## config.mk

```make
export PLATFORM = sky130hd
export DESIGN_NAME = usb_rx_bit_decoder
export DESIGN_NICKNAME = d
export VERILOG_FILES = /design/src/rtl/usb_rx_bit_decoder.sv
export SDC_FILE = /design/constraint.sdc
export NUM_CORES = 1
export LEC_CHECK = 0
export CORE_ASPECT_RATIO = 0.6
export CORE_MARGIN = 5
export CORE_UTILIZATION = 60
export CTS_BUF_LIST = sky130_fd_sc_hd__clkbuf_8
export DETAILED_ROUTE_END_ITERATION = 6
export GPL_TIMING_DRIVEN = 0
export PLACE_DENSITY = 0.82
export SYNTH_ARGS = -nofsm -noshare
export SYNTH_HDL_FRONTEND = slang
export SYNTH_SLANG_ARGS = --single-unit
```

## constraint.sdc

```tcl
create_clock -name clock -period 2.7 [get_ports clock]
set_clock_uncertainty 0.05 [all_clocks]
set_input_delay 0.54 -clock clock [delete_from_list [all_inputs] [get_ports clock]]
set_output_delay 0.54 -clock clock [all_outputs]
set_load 0.1 [all_outputs]
```

## src/rtl/usb_rx_bit_decoder.sv

```systemverilog
// USB receive front end: SYNC detection, NRZI decode, bit de-stuffing and EOP detection.
// Optional macro USB_RX_STUFF_CHECK_EN turns a stuffed-bit position that decodes to 1 into a packet error.
module usb_rx_bit_decoder #(
  parameter int MAX_BITS = 96
) (
  input  logic clock,
  input  logic reset,
  input  logic rx_enable,
  input  logic DP_in,
  input  logic DM_in,
  output logic bit_out,
  output logic bit_valid,
  output logic pkt_start,
  output logic pkt_end,
  output logic rx_error,
  output logic rx_busy
);

  typedef enum logic [1:0] {
    ST_IDLE = 2'd0,
    ST_SYNC = 2'd1,
    ST_RECV = 2'd2,
    ST_EOP  = 2'd3
  } state_e;

  localparam logic [1:0] SYM_SE0 = 2'b00;
  localparam logic [1:0] SYM_K   = 2'b01;
  localparam logic [1:0] SYM_J   = 2'b10;
  localparam logic [1:0] SYM_SE1 = 2'b11;

  localparam int CNT_W = $clog2(MAX_BITS + 1);
  localparam logic [CNT_W-1:0] MAX_CNT = CNT_W'(MAX_BITS);

  state_e           state_q, state_d;
  logic [1:0]       prev_sym_q, prev_sym_d;
  logic [2:0]       sync_cnt_q, sync_cnt_d;
  logic [2:0]       ones_cnt_q, ones_cnt_d;
  logic [CNT_W-1:0] bit_cnt_q, bit_cnt_d;
  logic [1:0]       eop_cnt_q, eop_cnt_d;

  logic bit_out_q, bit_out_d;
  logic bit_valid_q, bit_valid_d;
  logic pkt_start_q, pkt_start_d;
  logic pkt_end_q, pkt_end_d;
  logic rx_error_q, rx_error_d;
  logic rx_busy_q, rx_busy_d;

  logic [1:0] sym;
  logic [1:0] sync_exp;
  logic       raw;
  logic       sym_jk;
  logic       stuff_pos;
  logic       at_limit;
  logic       eop_ok;

  assign sym       = {DP_in, DM_in};
  assign raw       = (sym == prev_sym_q);
  assign sym_jk    = (sym == SYM_J) || (sym == SYM_K);
  assign stuff_pos = (ones_cnt_q == 3'd6);
  assign at_limit  = (bit_cnt_q == MAX_CNT);
  assign eop_ok    = (bit_cnt_q[2:0] == 3'd0) && (bit_cnt_q != '0);
  // SYNC is K J K J K J K K: odd positions are J except the final one.
  assign sync_exp  = ((sync_cnt_q == 3'd7) || !sync_cnt_q[0]) ? SYM_K : SYM_J;

  always_ff @(posedge clock) begin
    if (reset) begin
      state_q     <= ST_IDLE;
      prev_sym_q  <= SYM_J;
      sync_cnt_q  <= '0;
      ones_cnt_q  <= '0;
      bit_cnt_q   <= '0;
      eop_cnt_q   <= '0;
      bit_out_q   <= 1'b0;
      bit_valid_q <= 1'b0;
      pkt_start_q <= 1'b0;
      pkt_end_q   <= 1'b0;
      rx_error_q  <= 1'b0;
      rx_busy_q   <= 1'b0;
    end else begin
      state_q     <= state_d;
      prev_sym_q  <= prev_sym_d;
      sync_cnt_q  <= sync_cnt_d;
      ones_cnt_q  <= ones_cnt_d;
      bit_cnt_q   <= bit_cnt_d;
      eop_cnt_q   <= eop_cnt_d;
      bit_out_q   <= bit_out_d;
      bit_valid_q <= bit_valid_d;
      pkt_start_q <= pkt_start_d;
      pkt_end_q   <= pkt_end_d;
      rx_error_q  <= rx_error_d;
      rx_busy_q   <= rx_busy_d;
    end
  end

  // Strobe decode; the next-state logic below keys its exits off these.
  always_comb begin
    bit_valid_d = 1'b0;
    pkt_start_d = 1'b0;
    pkt_end_d   = 1'b0;
    rx_error_d  = 1'b0;
    if (rx_enable) begin
      case (state_q)
        ST_SYNC: begin
          pkt_start_d = (sym == sync_exp) && (sync_cnt_q == 3'd7);
        end
        ST_RECV: begin
          if (sym_jk) begin
            if (stuff_pos) begin
`ifdef USB_RX_STUFF_CHECK_EN
              rx_error_d = raw;
`endif
            end else if (at_limit) begin
              rx_error_d = 1'b1;
            end else begin
              bit_valid_d = 1'b1;
            end
          end else if (sym == SYM_SE1) begin
            rx_error_d = 1'b1;
          end
        end
        ST_EOP: begin
          if ((eop_cnt_q == 2'd2) && (sym == SYM_J)) begin
            pkt_end_d  = eop_ok;
            rx_error_d = !eop_ok;
          end else if (!((eop_cnt_q == 2'd1) && (sym == SYM_SE0))) begin
            rx_error_d = 1'b1;
          end
        end
        default: ;
      endcase
    end
    bit_out_d = bit_valid_d & raw;
    rx_busy_d = (state_d != ST_IDLE);
  end

  always_comb begin
    state_d    = state_q;
    prev_sym_d = prev_sym_q;
    sync_cnt_d = sync_cnt_q;
    ones_cnt_d = ones_cnt_q;
    bit_cnt_d  = bit_cnt_q;
    eop_cnt_d  = eop_cnt_q;
    if (!rx_enable) begin
      state_d    = ST_IDLE;
      prev_sym_d = SYM_J;
      sync_cnt_d = '0;
      ones_cnt_d = '0;
      bit_cnt_d  = '0;
      eop_cnt_d  = '0;
    end else begin
      case (state_q)
        ST_IDLE: begin
          prev_sym_d = sym;
          if ((prev_sym_q == SYM_J) && (sym == SYM_K)) begin
            state_d    = ST_SYNC;
            sync_cnt_d = 3'd1;
          end
        end
        ST_SYNC: begin
          prev_sym_d = sym;
          if (sym != sync_exp) begin
            state_d = ST_IDLE;
          end else if (sync_cnt_q == 3'd7) begin
            state_d    = ST_RECV;
            prev_sym_d = SYM_K;
            ones_cnt_d = '0;
            bit_cnt_d  = '0;
          end else begin
            sync_cnt_d = sync_cnt_q + 3'd1;
          end
        end
        ST_RECV: begin
          prev_sym_d = sym;
          if (rx_error_d) begin
            state_d = ST_IDLE;
          end else if (sym_jk) begin
            if (stuff_pos) begin
              ones_cnt_d = '0;
            end else begin
              bit_cnt_d  = bit_cnt_q + 1'b1;
              ones_cnt_d = raw ? ones_cnt_q + 3'd1 : 3'd0;
            end
          end else begin
            state_d   = ST_EOP;
            eop_cnt_d = 2'd1;
          end
        end
        ST_EOP: begin
          // The closing J lands in prev_sym so a back-to-back SYNC is seen.
          prev_sym_d = sym;
          if (rx_error_d || pkt_end_d) begin
            state_d = ST_IDLE;
          end else begin
            eop_cnt_d = 2'd2;
          end
        end
        default: state_d = ST_IDLE;
      endcase
    end
  end

  assign bit_out   = bit_out_q;
  assign bit_valid = bit_valid_q;
  assign pkt_start = pkt_start_q;
  assign pkt_end   = pkt_end_q;
  assign rx_error  = rx_error_q;
  assign rx_busy   = rx_busy_q;

endmodule

```

After elaboration in Yosys (flattened, before gate mapping)
Cells that the tools add are included.
{"block": "op_classes", "eq_ne": 24, "reduce_logical": 25, "n_mux": 49, "n_addsub": 3, "bitwise_logic": 3}
{"op": "$mux W7", "n": 5}
{"op": "$mux W3", "n": 9}
{"op": "$mux W2", "n": 13}
{"op": "$ne A2 B2 Y1 const B", "n": 9}
{"op": "$mux W1", "n": 15}
{"op": "$pmux W7 S2", "n": 1}
{"op": "$eq A2 B2 Y1 const B", "n": 6}
{"op": "$pmux W3 S2", "n": 2}
{"op": "$pmux W2 S2", "n": 2}
{"op": "$pmux W2 S4", "n": 1}
{"op": "$reduce_and A4 Y1", "n": 2}
{"op": "$reduce_bool A2 Y1", "n": 4}
{"op": "$add A7 B1 Y7 const B", "n": 1}
{"op": "$eq A7 B7 Y1 const B", "n": 1}
{"op": "$reduce_bool A7 Y1", "n": 1}
{"op": "$add A3 B1 Y3 const B", "n": 2}
{"op": "$eq A2 B1 Y1 const B", "n": 3}
{"op": "$eq A3 B3 Y1 const B", "n": 2}
{"op": "$reduce_and A6 Y1", "n": 1}
{"op": "$reduce_or A3 Y1", "n": 2}
{"op": "$logic_and A1 B1 Y1", "n": 5}
{"op": "$reduce_and A5 Y1", "n": 1}
{"op": "$eq A2 B2 Y1", "n": 2}
{"op": "$logic_not A2 Y1", "n": 2}
{"op": "other kinds (8)", "n": 12}
{"block": "word_totals", "inputBits": 5, "word_cells": 116, "regBits": 25, "output_inout_bits": 6}

Depth between registers and ports, before layout
{"block": "depth", "depth_word": 11, "depth_mapped": 8, "depth_no_buf": 7}

Worst setup path after synthesis
OpenSTA, ideal clock, no wires.
{"block": "synth_timing", "path_kind": "in2reg", "startpoint": "in DP_in", "endpoint": "reg ones_cnt_q[1]", "arrival_time_ns": 1.958, "path_slack_ns": 0.621, "cell_stages": 7, "required_ns": 2.579, "path_buffers": 0, "setup_time_ns": 0.071, "cell_sequence": "inv_1 -> ha_1 -> and3b_1 -> nand4_2 -> o211ai_4 -> or4_1 -> a21oi_1"}
{"block": "synth_via", "elab_chain_len": 8, "elab_cells_between_ends": 24, "cone_classes": "8 x eq/ne; 11 x mux; 5 x reduce/logical"}
{"element": "start, declared", "line": "9", "rtl": "input logic DP_in,"}
{"element": "$logic_not A2 Y1", "line": "125", "rtl": "end else if (!((eop_cnt_q == 2'd1) && (sym == SYM_SE0))) begin"}
{"element": "$logic_and A1 B1 Y1", "line": "125"}
{"element": "$mux W1", "line": "125"}
{"element": "$mux W1", "line": "122", "rtl": "if ((eop_cnt_q == 2'd2) && (sym == SYM_J)) begin"}
{"element": "$pmux W1 S2", "line": "102", "rtl": "case (state_q)"}
{"element": "$mux W1", "line": "101", "rtl": "if (rx_enable) begin"}
{"element": "$ne A2 B2 Y1 (no source line)"}
{"element": "$reduce_and A5 Y1 (no source line)"}
{"element": "end signal, assigned", "line": "83", "rtl": "ones_cnt_q <= ones_cnt_d;"}
{"element": "end, declared", "line": "37", "rtl": "logic [2:0] ones_cnt_q, ones_cnt_d;"}
Several ways; a longest one is shown, not always the timed one. The select of a mux whose other input is x is not followed.
A chain may end at the register's enable or synchronous reset.

Final worst setup path
{"block": "layout_timing", "startpoint": "in DM_in", "endpoint": "reg bit_cnt_q[3]"}
{"block": "layout_via", "elab_chain_len": 8, "elab_cells_between_ends": 18, "cone_classes": "7 x eq/ne; 6 x mux; 5 x reduce/logical"}
{"element": "start, declared", "line": "10", "rtl": "input logic DM_in,"}
{"element": "$logic_not A2 Y1", "line": "125"}
{"element": "$logic_and A1 B1 Y1", "line": "125"}
{"element": "$mux W1", "line": "125"}
{"element": "$mux W1", "line": "122"}
{"element": "$pmux W1 S2", "line": "102"}
{"element": "$mux W1", "line": "101"}
{"element": "$ne A2 B2 Y1 (no source line)"}
{"element": "$reduce_and A6 Y1 (no source line) (*)"}
{"element": "end signal, assigned", "line": "84", "rtl": "bit_cnt_q <= bit_cnt_d;"}
{"element": "end, declared", "line": "38", "rtl": "logic [CNT_W-1:0] bit_cnt_q, bit_cnt_d;"}
Mark *: on every way between the ends. The rest lies on a longest branch, timed or not.

==> metrics.cfg <==
[timing]
finalCriticalPeriod_ns = 2.53
rsz0062_at_grt = no
slew_violations = 0
setup_tns_ns = 0
finalHoldViolations = 0
fmax_mhz = 395
fin_ws_ns = 0.167
worst_slew_pin_slew_ns = 0.970
setup_viol = 0
slew_headroom = 0.351
fin_crit_sh = 0.938

[drt]
dr_total_vias = 1315
vias_per_cell = 6.38
routedWlPerCell_um = 16.5
drtIter0Drc = 98
first_pass_iters = 4
drc = 0
antenna_left = 0
wirelength_mm = 3.40

[logic_synthesis]
yosys.area_share.adder = 0.0877
async_reset_ff_frac = 0
muxShareOfSynthArea = 0.00702
syn_nets = 177
synth_warnings = 0
ys_ff_latch = 25
yosys.area_share.simple = 0.282
synthDistinctLibCells = 49
synth-seq-area-share = 0.351
synth.avg_cell_area_um2 = 8.80
synth-xor-area-share = 0.0123
synth_area_um2 = 1430
synth_compound_area_frac = 0.216
synth_top_family_by_area = simple AND/OR/NAND/NOR gates
dominantRegCellSynth = dfxtp_1
synth_edf_count = 0
syn-instance-count = 162

[placed_design]
gp_congestion = 0.961
postPlaceCellArea_um2 = 1560
place_ws_ns = -0.325
hpwlAfterDp_mm = 2.60
dp.cells = 202
portBuffers = 10

[power]
switching_share = 0.250
p_per_area_nw_per_um2 = 412
clockPowerShare = 0.347
p_switching_w = 0.000166
leakagePower_nw = 0.573
vdd_ir_drop_max_mv = 0.251
p_seq_frac = 0.565
total_power_w = 0.000663
internal_power_w = 0.000497
combPwrFrac = 0.089

[clock_tree]
cts_inserted_buffers = 3
cts_resized = 2
clk_path_buf_depth = 2
clock-root-buffer = clkbuf_8
clk_latency_ns = 0.27
clock_sinks = 25
h-tree-depth = 1
hold_buffers = 0
tritoncts = built
clkSlewWorstSetupHoldPaths_ns = 0.09
postCtsSetupRepairBufs = 0

[critical_path]
cp_top_family = simple AND/OR/NAND/NOR gates
crit_top_cell = a21oi_1
end_kind = flip-flop
path_class = in -> reg
r2r_slack_ns = 0.46
critPathMaxFanout = 10
arrival_ns = 2.68
slowest_stage = or4_1
cp.required_ns = 2.85
path_cells = dlygate4sd2_1 > inv_1 > ha_1 > and3b_1 > a21oi_1 > buf_2 > or4_1 > a21oi_1
slowest_delay_ns = 0.51
critPathBufInv = 3
start_kind = input pin

[final_layout]
drive_gt1_frac = 0.0739
finalInstanceArea_um2 = 1610
instances_no_fill = 206
syn_to_final_growth_pct = 12.9
diodes = 0
fin_nets = 192

[status]
status = finished clean

[global_routing]
grt_max_degree = 16
grt_pass1_wl_mm = 5.64
antenna_found_initial = 0
globalRouteTotalUtil = 0.216
grt_pass1_vias = 1155
gr-total-overflow = 0

[die]
num_io_pins = 11
row_count = 13
initial_core_util = 0.645
die_w_um = 72.9
die_area_um2 = 3480
core_area_um2 = 2210
dieHeight_um = 47.8

[job]
drv_cap = 0

[worst_hold_path]
hp-class = reg -> reg

worst paths after layout:
path | start | end | cells past startpoint
min reg2reg | bit_cnt_q[6] | bit_cnt_q[6] | 2
min | bit_cnt_q[6] | bit_cnt_q[6] | 2
max reg2reg | sync_cnt_q[0] | bit_cnt_q[3] | 8
max | DM_in | bit_cnt_q[3] | 8
cells in the mapped netlist (2+ instances only):
master / count / area (um^2)
ha_1: 10 / 125
or3_1: 2 / 12.5
dfxtp_1: 25 / 500
o211a_1: 2 / 20.0
xnor2_1: 2 / 17.5
a21oi_1: 13 / 65.1
and3_1: 2 / 12.5
inv_1: 10 / 37.5
o21ai_1: 3 / 15.0
nand4_1: 3 / 18.8
buf_2: 2 / 10.0
nor4_1: 2 / 12.5
nor3_1: 4 / 20.0
a22oi_1: 2 / 15.0
o311ai_1: 2 / 17.5
or4_1: 6 / 45.0
and3b_1: 2 / 17.5
clkbuf_1: 2 / 7.51
nor2b_1: 2 / 12.5
nand2_1: 11 / 41.3
nor2_1: 12 / 45.0
nand3_1: 4 / 20.0
o31ai_1: 5 / 37.5
o21ai_0: 6 / 30.0
nand3b_1: 3 / 22.5
nand4bb_1: 2 / 22.5
power by group through the flow:
stage | logic [W] | registers [W] | clock network (W)
CTS | 0.0000572 | 0.000374 | 0.000232
global placement | 0.0000562 | 0.000383 | 0
global route | 0.0000628 | 0.000375 | 0.000245
finish | 0.0000589 | 0.000375 | 0.000230
floorplan | 0.0000326 | 0.000386 | 0
detailed placement | 0.0000579 | 0.000383 | 0
kinds of logic (layout without fill, tap and decap cells):
logic type / count (synthesis) / after routing
muxes: 1 / 1
and+or+nand+nor: 66 / 66
buffers and inverters: 15 / 29
DFF: 25 / 25
xor gates and xnor gates: 2 / 2
AOI/OAI and AO/OA: 43 / 43
adders and majority gates: 10 / 10
cells in the final DEF (no fill, tap or decap), types with 2 or more instances in the layout:
cell and count:
or4_1 6, nor2b_1 2, o31ai_1 5, o311ai_1 2, nand4_1 3, o211a_1 2, nand3_1 4, nand3b_1 3
buf_2 2, dlygate4sd2_1 2, xnor2_1 2, a22oi_1 2, nand4bb_1 2, or3_1 2, clkbuf_1 2, clkdlybuf4s50_1 8
ha_1 10, nor3_1 4, and3b_1 2, inv_1 10, o21ai_0 6, nor2_1 12, dfxtp_1 25, nor4_1 2
a21oi_1 13, o21ai_1 3, clkbuf_8 3, and3_1 2, nand2_1 11
routing by layer:
layer,GRT usage,vias up,wire [um]
met2,0.335,40,1410
met1,0.308,632,1760
met3,0.0482,7,192
li1,-,636,-
met4,0.0515,0,38
met5,0,-,0
layout make-up:
cell class	instances	area (um^2)
Timing Repair Buffer	10	97.6
Sequential cell	25	500
Multi-Input combinational cell	122	863
Clock inverter	1	7.51
Buffer	5	25.0
Clock buffer	3	41.3
Fill cell	171	602
Tap cell	30	37.5
Inverter	10	37.5
through the flow:
stage               hold WS [ns]   util
floorplan                  0.404      -
global placement           0.413  0.707
detailed placement         0.428  0.707
CTS                        0.451  0.728
global route               0.470  0.728
finish                     0.447  0.728
registers in the layout, summed over array words and instances, names as in the netlist:
name	flops
bit_valid	1
eop_cnt_q	2
rx_error	1
bit_cnt_q	7
rx_busy	1
sync_cnt_q	3
pkt_end	1
ones_cnt_q	3
state_q	2
prev_sym_q	2
bit_out	1
pkt_start	1
worst register-to-register path, stage by stage, from the launching register on:
cell and delay [ns]:
dfxtp_1 0.48, ha_1 0.21, ha_1 0.25, nor2b_1 0.08, o2111ai_2 0.27, o211ai_4 0.16, buf_4 0.20, o31ai_1 0.29
a21oi_1 0.11
Note: power is estimated with default switching activity, not from simulation.
